`src/rtl/det_pkg.sv`:
```
// Shared defaults and helpers for the detector event logger.
package det_pkg;

    localparam int DEF_POS_W = 16;
    localparam int DEF_DEPTH = 4;
    localparam int DEF_CNT_W = 8;

    // One extra MSB distinguishes full from empty when the index bits match.
    function automatic int ptr_w(input int depth);
        return $clog2(depth) + 1;
    endfunction

endpackage

```
`src/rtl/det_fwft_fifo.sv`:
```
// First-word-fall-through FIFO with reset-cleared storage so dout is never X.
module det_fwft_fifo
    import det_pkg::*;
#(
    parameter int WIDTH = DEF_POS_W,
    parameter int DEPTH = DEF_DEPTH
) (
    input  logic             clk,
    input  logic             rst_n,
    input  logic             clr,
    input  logic             push,
    input  logic             pop,
    input  logic [WIDTH-1:0] din,
    output logic [WIDTH-1:0] dout,
    output logic             full,
    output logic             empty
);

    localparam int PW = ptr_w(DEPTH);
    localparam int AW = PW - 1;

    logic [PW-1:0]    wr_ptr_reg;
    logic [PW-1:0]    rd_ptr_reg;
    logic [WIDTH-1:0] mem_word [DEPTH];
    logic             pop_ok;
    logic             push_ok;

    assign empty   = (wr_ptr_reg == rd_ptr_reg);
    assign full    = (wr_ptr_reg[PW-1] != rd_ptr_reg[PW-1]) &&
                     (wr_ptr_reg[AW-1:0] == rd_ptr_reg[AW-1:0]);
    assign pop_ok  = pop && !empty && !clr;
    // A pop in the same cycle frees the slot the write lands in.
    assign push_ok = push && (!full || pop_ok) && !clr;
    assign dout    = mem_word[rd_ptr_reg[AW-1:0]];

    for (genvar gi = 0; gi < DEPTH; gi++) begin : g_entry
        logic [WIDTH-1:0] entry_reg;

        always_ff @(posedge clk or negedge rst_n) begin
            if (!rst_n) begin
                entry_reg <= '0;
            end else if (push_ok && (wr_ptr_reg[AW-1:0] == AW'(gi))) begin
                entry_reg <= din;
            end
        end

        assign mem_word[gi] = entry_reg;
    end

    always_ff @(posedge clk or negedge rst_n) begin
        if (!rst_n) begin
            wr_ptr_reg <= '0;
            rd_ptr_reg <= '0;
        end else if (clr) begin
            wr_ptr_reg <= '0;
            rd_ptr_reg <= '0;
        end else begin
            if (push_ok) begin
                wr_ptr_reg <= wr_ptr_reg + 1'b1;
            end
            if (pop_ok) begin
                rd_ptr_reg <= rd_ptr_reg + 1'b1;
            end
        end
    end

endmodule

```
`src/rtl/det_event_logger.sv`:
```
// Logs the bit position of every qualified detector hit into a small FWFT FIFO,
// with a saturating hit counter and a sticky overflow flag.
module det_event_logger
    import det_pkg::*;
#(
    parameter int POS_W = DEF_POS_W,
    parameter int DEPTH = DEF_DEPTH,
    parameter int CNT_W = DEF_CNT_W
) (
    input  logic             clk,
    input  logic             rst_n,
    input  logic             i_en,
    input  logic             i_det,
    input  logic             i_clr,
    input  logic             i_ready,
    output logic             o_valid,
    output logic [POS_W-1:0] o_pos,
    output logic [CNT_W-1:0] o_count,
    output logic             o_ovf,
    output logic             o_full
);

    logic [POS_W-1:0] pos_reg;
    logic [CNT_W-1:0] count_reg;
    logic             ovf_reg;
    logic             event_hit;
    logic             pop;
    logic             fifo_empty;

    assign event_hit = i_en && i_det;
    assign pop       = o_valid && i_ready;
    assign o_valid   = !fifo_empty;
    assign o_count   = count_reg;
    assign o_ovf     = ovf_reg;

    // The pre-increment position is logged; no compensation for detector lag.
    det_fwft_fifo #(
        .WIDTH (POS_W),
        .DEPTH (DEPTH)
    ) u_fifo (
        .clk   (clk),
        .rst_n (rst_n),
        .clr   (i_clr),
        .push  (event_hit),
        .pop   (pop),
        .din   (pos_reg),
        .dout  (o_pos),
        .full  (o_full),
        .empty (fifo_empty)
    );

    always_ff @(posedge clk or negedge rst_n) begin
        if (!rst_n) begin
            pos_reg   <= '0;
            count_reg <= '0;
            ovf_reg   <= 1'b0;
        end else if (i_clr) begin
            pos_reg   <= '0;
            count_reg <= '0;
            ovf_reg   <= 1'b0;
        end else begin
            if (i_en) begin
                pos_reg <= pos_reg + 1'b1;
            end
            if (event_hit && (count_reg != {CNT_W{1'b1}})) begin
                count_reg <= count_reg + 1'b1;
            end
            if (event_hit && o_full && !pop) begin
                ovf_reg <= 1'b1;
            end
        end
    end

endmodule
```
`config.mk`:
```
export PLATFORM = sky130hd
export DESIGN_NAME = det_event_logger
export DESIGN_NICKNAME = d
export VERILOG_FILES = /design/src/rtl/det_pkg.sv /design/src/rtl/det_fwft_fifo.sv /design/src/rtl/det_event_logger.sv
export SDC_FILE = /design/constraint.sdc
export NUM_CORES = 1
export LEC_CHECK = 0
export BUFFER_PORTS_ARGS = -buffer_cell sky130_fd_sc_hd__buf_2
export CAP_MARGIN = 20
export CORE_UTILIZATION = 60
export CTS_BUF_LIST = sky130_fd_sc_hd__clkbuf_8
export DETAILED_ROUTE_END_ITERATION = 6
export GPL_ROUTABILITY_DRIVEN = 0
export MAX_ROUTING_LAYER = met4
export PLACE_DENSITY = 0.89
export SYNTH_ARGS = -nofsm -noshare
export SYNTH_HDL_FRONTEND = slang
export SYNTH_HIERARCHICAL = 1
export SYNTH_SLANG_ARGS = --single-unit
```
`constraint.sdc`:
```
create_clock -name clk -period 7.8 [get_ports clk]
set_input_delay 1.17 -clock clk [delete_from_list [all_inputs] [get_ports clk]]
set_output_delay 1.17 -clock clk [all_outputs]
set_load 0.01 [all_outputs]
```
==> results of run 1 <==
[kinds of logic (layout without fill, tap and decap cells)]
group,Yosys count,count (layout),synth area share (%)
buffers and inverters,25,64,2.861
xor gates and xnor gates,17,17,3.563
and+or+nand+nor,84,84,9.103
AOI/OAI and AO/OA,28,28,6.450
muxes,89,89,26.79
adders and majority gates,7,7,1.820
DFF,95,95,49.41
[per-layer routing]
metal  vias to the layer above  GRT usage, %
met5                         -             -
met4                         0         12.04
li1                       1318             -
met3                        19         4.858
met2                        77         39.04
met1                      1554         32.30
[worst register-to-register path, delay by kind of cell (launching register included)]
family                 cells  cell delay (ns)
AO/OA/AOI/OAI              1             0.30
XOR/XNOR                   1             0.20
buffers and inverters      2             0.30
flip-flops                 1             1.01
multiplexers               1             0.31
AND/OR/NAND/NOR            2             0.95
[Yosys cell counts, drive strengths merged]
master	number
nand4	4
nor3	8
or3	3
nand2b	5
o21bai	1
xor2	7
a21oi	6
a211oi	1
o41a	1
o31a	1
nor4	6
a41oi	1
o2111ai	1
inv	10
ha	7
o31ai	2
o41ai	5
a31o	1
o311ai	1
mux2i	5
mux2	68
a31oi	2
a211o	1
and4bb	1
nor2	29
and3b	4
o211ai	1
and2	2
nand3	6
xnor2	10
dfrtp	95
nand2	11
mux4	16
o21ai	3
buf	11
nor2b	5
clkbuf	4
[power by group]
group	internal, mW	leakage (nW)	total [mW]	switching, mW
registers	0.500	1.32	0.510	0.00974
clock network	0.123	0.0989	0.307	0.183
logic	0.0266	1.12	0.0685	0.0418
[area by class of cell]
cell class | instances | share of cell area [%]
Timing Repair Buffer | 38 | 4.034
Inverter | 10 | 0.7162
Clock inverter | 7 | 1.289
Clock buffer | 9 | 2.363
Multi-Input combinational cell | 225 | 43.81
Sequential cell | 95 | 45.36
Tap cell | 102 | 2.435
[final timing paths]
path,start,endpoint,depth (start not counted)
max in group asynchronous,rst_n,pos_reg[9],2
setup / recovery,u_fifo/rd_ptr_reg[0],o_pos[14],3
hold reg to reg,u_fifo/g_entry[2].entry_reg[8],u_fifo/g_entry[2].entry_reg[8],1
hold / removal,u_fifo/g_entry[2].entry_reg[8],u_fifo/g_entry[2].entry_reg[8],1
min in group asynchronous,rst_n,u_fifo/g_entry[0].entry_reg[10],1
setup reg to reg,u_fifo/rd_ptr_reg[1],u_fifo/g_entry[3].entry_reg[11],7
==> metrics.md, run 1 <==
| Metric | Value |
|---|---|
| Crit path DAT | `roughly 2.2 ns` |
| First-pass GRT wire length | `15.53 mm` |
| VDD IR max | `about 130 uV` |
| Post-Syn Instances | `between 300 and 400` |
| Crit path kind | `reg2out` |
| Largest net degree at the start of global routing | `54` |
| Via density | `around 6.1` |
| Startpoint Class | `flop` |
| CP top delay family | `flip-flops` |
| Post-route clock period utilization | `between 40% and 50%` |
| WP buf/inv | `2` |
| Port Buf Inserts | `32` |
| Leading area contributor after synthesis | `dfrtp_1` |
| Slew Limit Fails | `0` |
| Clock root buffer | `clkbuf_8` |
| Met3 Routed Length | `~320 um` |
| Vias | `between 2000 and 3000` |
| Core Rows | `32` |
| Commonest non-fill, non-tap cell in the layout | `dfrtp_1` |
| Critical Path RT | `6.63 ns` |
| Post-Syn Area | `between 4000 and 5000 um^2` |
| Total Power | `slightly below 900 uW` |
| CORE AREA | `slightly below 8000 um^2` |
| Die Height | `between 90 and 100 um` |
| Routed wl met2 | `between 4 and 5 mm` |
| Synth cell types | `about 50` |
| Worst slew margin | `28.99%` |
| Area share of the largest cell type after synthesis | `slightly below 50%` |
| # resized after CTS | `0` |
| Area Overhead vs Synth | `8.947%` |
| Reg area | `approximately 2400 um^2` |
| Tot GR Track Use | `between 20 and 30%` |
| Setup ws final | `around 4.4 ns` |
| Peak Freq | `slightly below 300 MHz` |
| Max Clock Skew | `0.01487 ns` |
| Clk sinks | `95` |
| Max reg flops | `between 60 and 70` |
| Leakage | `2.536 nW` |
| Inst Count DP | `around 470` |
| Yosys warns | `6` |
| Area of the multi-input gates | `between 2000 and 2500 um^2` |
| Vias in the first global route | `slightly above 3000` |
| Aggregate global routing overflow | `0` |
| Post-Layout Inst Area | `~5200 um^2` |
| Tmin final | `~3.4 ns` |
| Maximum buffer depth of the clock tree | `2` |
| Commonest non-fill, non-tap cells in the layout | `dfrtp_1 (95), mux2_2 (37), buf_2 (31)` |
| R2r setup slk | `4.62 ns` |
| Htree depth | `3` |
| Fin util | `between 60% and 70%` |
| I/O Pins | `33` |
| Synth Register Bits | `95` |
| Initial core utilization | `62.26%` |
| Status | `finished, final reports clean` |
| Routed Antenna Nets | `0` |
| DRC | `0` |
| Initial drt markers | `roughly 160` |
| WL/cell | `between 15 and 20 um` |
| Clock latency on the worst-skew pair | `between 0.3 and 0.4 ns` |
| Setup repair after global routing missed its margin | `false` |
| Max Cap Viol | `0` |
| Detailed Route WL | `approximately 9.1 mm` |
| Worst-path cell with the longest stage delay | `dfrtp_1` |
| Post-place setup slack | `4.397 ns` |
| Worst min-delay path class | `reg2reg` |
| Measured slew at the worst slew-check pin | `around 1.1 ns` |
| Hold_ws | `slightly above 0.5 ns` |
| Dpl cell area | `approximately 5000 um^2` |
| CTS buffer count | `9` |
| Top Layer Used | `met4` |
| Slowest cell delay on critical path | `roughly 0.75 ns` |
| Layout cell share with drive strength beyond 1 | `approximately two fifths` |
| Max Fanout on Critical Path | `11` |
| Fill cells | `510` |
| Antenna violations before repair | `0` |
| Layout Nets | `392` |
| Final hold vios | `0` |
| Critical Path Sink Type | `output port` |
| Seq/Total Area, Yosys | `approximately 50%` |
| Clk pin slew, worst setup/hold paths | `approximately 0.090 ns` |
| Post-DP HPWL | `between 6 and 7 mm` |
| CTS tree | `done` |
| Critical path cell sequence | `buf_4, mux4_2, buf_2` |
| Hold_buf cts | `0` |
| Synth top area cells | `dfrtp_1 (49%), mux2_4 (9.4%), mux2_2 (8.7%), mux4_2 (7.5%), o41ai_4 (2.3%)` |
| Diodes inserted | `0` |
| Post-CTS Setup Inserts | `0` |
| Syn Area/Cell | `13.94 um^2` |
| Net count after synthesis | `roughly 360` |
| Pwr Density | `168.9 nW/um^2` |
| Die ar. | `roughly 8400 um^2` |
| Non-filler instance count after layout | `between 400 and 500` |
| Die X | `~92 um` |
| TNS Setup | `0 ns` |
| Drt first pass iters | `4` |
| Final setup viols | `0` |
| Post-Route M1 WL | `approximately 3.8 mm` |
Power figures use the tool's default switching activity.
==> run 2: changes to the inputs <==
CORE_UTILIZATION = 57   (was 60)
clock period = 2.9 ns   (was 7.8 ns; I/O delays follow)
==> run 2 against run 1 <==
Net effect: non-clock buffer count increased by 5; sequential share of layout area decreased by 0.56 points; clock power increased to 2.9 times the previous value; first-iteration DRC count unchanged; die area increased by 5.1%; largest power group unchanged.
==> metrics.md, run 2 (synthesis gave the netlist of run 1 again) <==
| Metric | Value |
|---|---|
| Fin util | `64.91%` |
| Post-DP HPWL | `5.768 mm` |
| Int Power | `~1.8 mW` |
| Pwr Density | `roughly 460 nW/um^2` |
| Die ar. | `8812 um^2` |
| Detailed Route WL | `8.911 mm` |
| Tmin final | `~2.3 ns` |
| Fill cells | `586` |
| Setup repair after global routing missed its margin | `false` |
| Sw Ratio | `24.87%` |
| Diodes inserted | `0` |
| CTS buffer count | `9` |
| Post-CTS Setup Inserts | `0` |
| Slew Limit Fails | `0` |
| Inst Count DP | `about 480` |
| Core Rows | `33` |
| Commonest non-fill, non-tap cell in the layout | `dfrtp_1` |
| Clk pin slew, worst setup/hold paths | `~0.1 ns` |
| Hold_ws | `between 0.07 and 0.08 ns` |
| Combinational share of power | `under 10%` |
| Max Cap Viol | `0` |
| Critical Path RT | `2.47 ns` |
| Clock root buffer | `clkbuf_8` |
| Tot GR Track Use | `roughly a quarter` |
| Non-filler instance count after layout | `just under 500` |
| Clock share of power | `36.4%` |
| Via density | `5.921` |
| # resized after CTS | `0` |
| Crit path kind | `reg2out` |
| Drt first pass iters | `4` |
| Clk sinks | `95` |
| Worst slew margin | `57.66%` |
| Status | `finished, final reports clean` |
| Initial drt markers | `roughly 160` |
| Worst min-delay path class | `in2async` |
| VDD IR max | `roughly 280 uV` |
| Layout cell share with drive strength beyond 1 | `40.62%` |
| I/O Pins | `33` |
| Peak Freq | `between 400 and 500 MHz` |
| Die X | `between 90 and 100 um` |
| Startpoint Class | `flop` |
| Max Clock Skew | `roughly 0.0099 ns` |
| Clock latency on the worst-skew pair | `about 0.37 ns` |
| Maximum buffer depth of the clock tree | `2` |
| Flop pwr share | `55.6%` |
| Routed Antenna Nets | `0` |
| Htree depth | `3` |
| Aggregate global routing overflow | `0` |
| Leakage | `approximately 2.6 nW` |
| TNS Setup | `0 ns` |
| Largest net degree at the start of global routing | `50` |
| Vias | `slightly below 3000` |
| Vias in the first global route | `about 3000` |
| Max reg flops | `64` |
| Final hold vios | `0` |
| Initial core utilization | `about three fifths` |
| Commonest non-fill, non-tap cells in the layout | `dfrtp_1 (95), mux2_2 (37), buf_2 (31)` |
| Measured slew at the worst slew-check pin | `0.6346 ns` |
| Hold_buf cts | `0` |
| Layout Nets | `between 300 and 400` |
| DRC | `0` |
| CTS tree | `done` |
| WL/cell | `18.04 um` |
| Reg area | `2377 um^2` |
| Antenna violations before repair | `0` |
| Post-route clock period utilization | `between 80 and 90%` |
| Area Overhead vs Synth | `10.30%` |
| Die Height | `93.87 um` |
| Port Buf Inserts | `32` |
| Switching pwr | `between 600 and 700 uW` |
| Critical Path Sink Type | `output port` |
| Final setup viols | `0` |
| Area of the multi-input gates | `approximately 2300 um^2` |
| CORE AREA | `a little over 8000 um^2` |
| Max Fanout on Critical Path | `20` |
| Crit path DAT | `roughly 1.9 ns` |
| First-pass GRT wire length | `about 15 mm` |
-- run 2: changes by cell type in the layout (fill, tap and decap cells not counted) --
cell and delta:
clkinvlp_4 +1, buf_12 +1, bufinv_16 +1, buf_6 -1, buf_4 +5, inv_6 -1, inv_8 -1, clkbuf_8 +1
clkinv_8 -1
-- run 2: final timing paths --
path,endpoint,cells after the start,start,slack [ns]
max in group asynchronous,u_fifo/g_entry[1].entry_reg[13],2,rst_n,2.16
max,o_pos[15],3,u_fifo/rd_ptr_reg[0],0.55
min,o_count[0],1,rst_n,0.08
min reg2reg,o_ovf,2,o_ovf,0.50
max reg2reg,u_fifo/g_entry[0].entry_reg[1],8,u_fifo/wr_ptr_reg[0],0.56
min in group clk,o_ovf,2,o_ovf,0.50
-- run 2: power by group through the flow --
stage | Sequential [mW] | Clock, mW | Combinational [mW]
4_1_cts | 1.37 | 0.917 | 0.199
6_report | 1.37 | 0.897 | 0.196
3_3_place_gp | 1.39 | 0 | 0.192
2_1_floorplan | 1.39 | 0 | 0.128
5_1_grt | 1.37 | 0.980 | 0.217
3_5_place_dp | 1.39 | 0 | 0.198
-- run 2: stage by stage --
step                area, um^2  power [mW]  setup slack [ns]
floorplan                 4811       1.518            0.1711
global placement          5100       1.584            0.6809
finish                    5306       2.461            0.5511
CTS                       5306       2.484            0.5097
detailed placement        5100       1.593            0.5932
global route              5306       2.569            0.4371
-- run 2: cell type report --
type	count	area share, %
multi-input combinational	225	43.27
timing repair buffer	43	4.857
sequential	95	44.80
clock buffer	10	2.594
inverter	10	0.7074
tap	105	2.476
clock inverter	6	1.297
-- run 2: worst max-delay path: stages, from the launching register on --
cell,delay [ns]
dfrtp_1,0.40
buf_4,0.40
mux4_2,0.58
buf_2,0.16
-- run 2: per-layer routing --
metal  vias up  track usage, %  routed length (um)
li1       1334               -                   -
met1      1514           31.35                3978
met2        66           37.47                4529
met3        11           4.531                 266
met4         0           9.615                 136
met5         -               -                   0
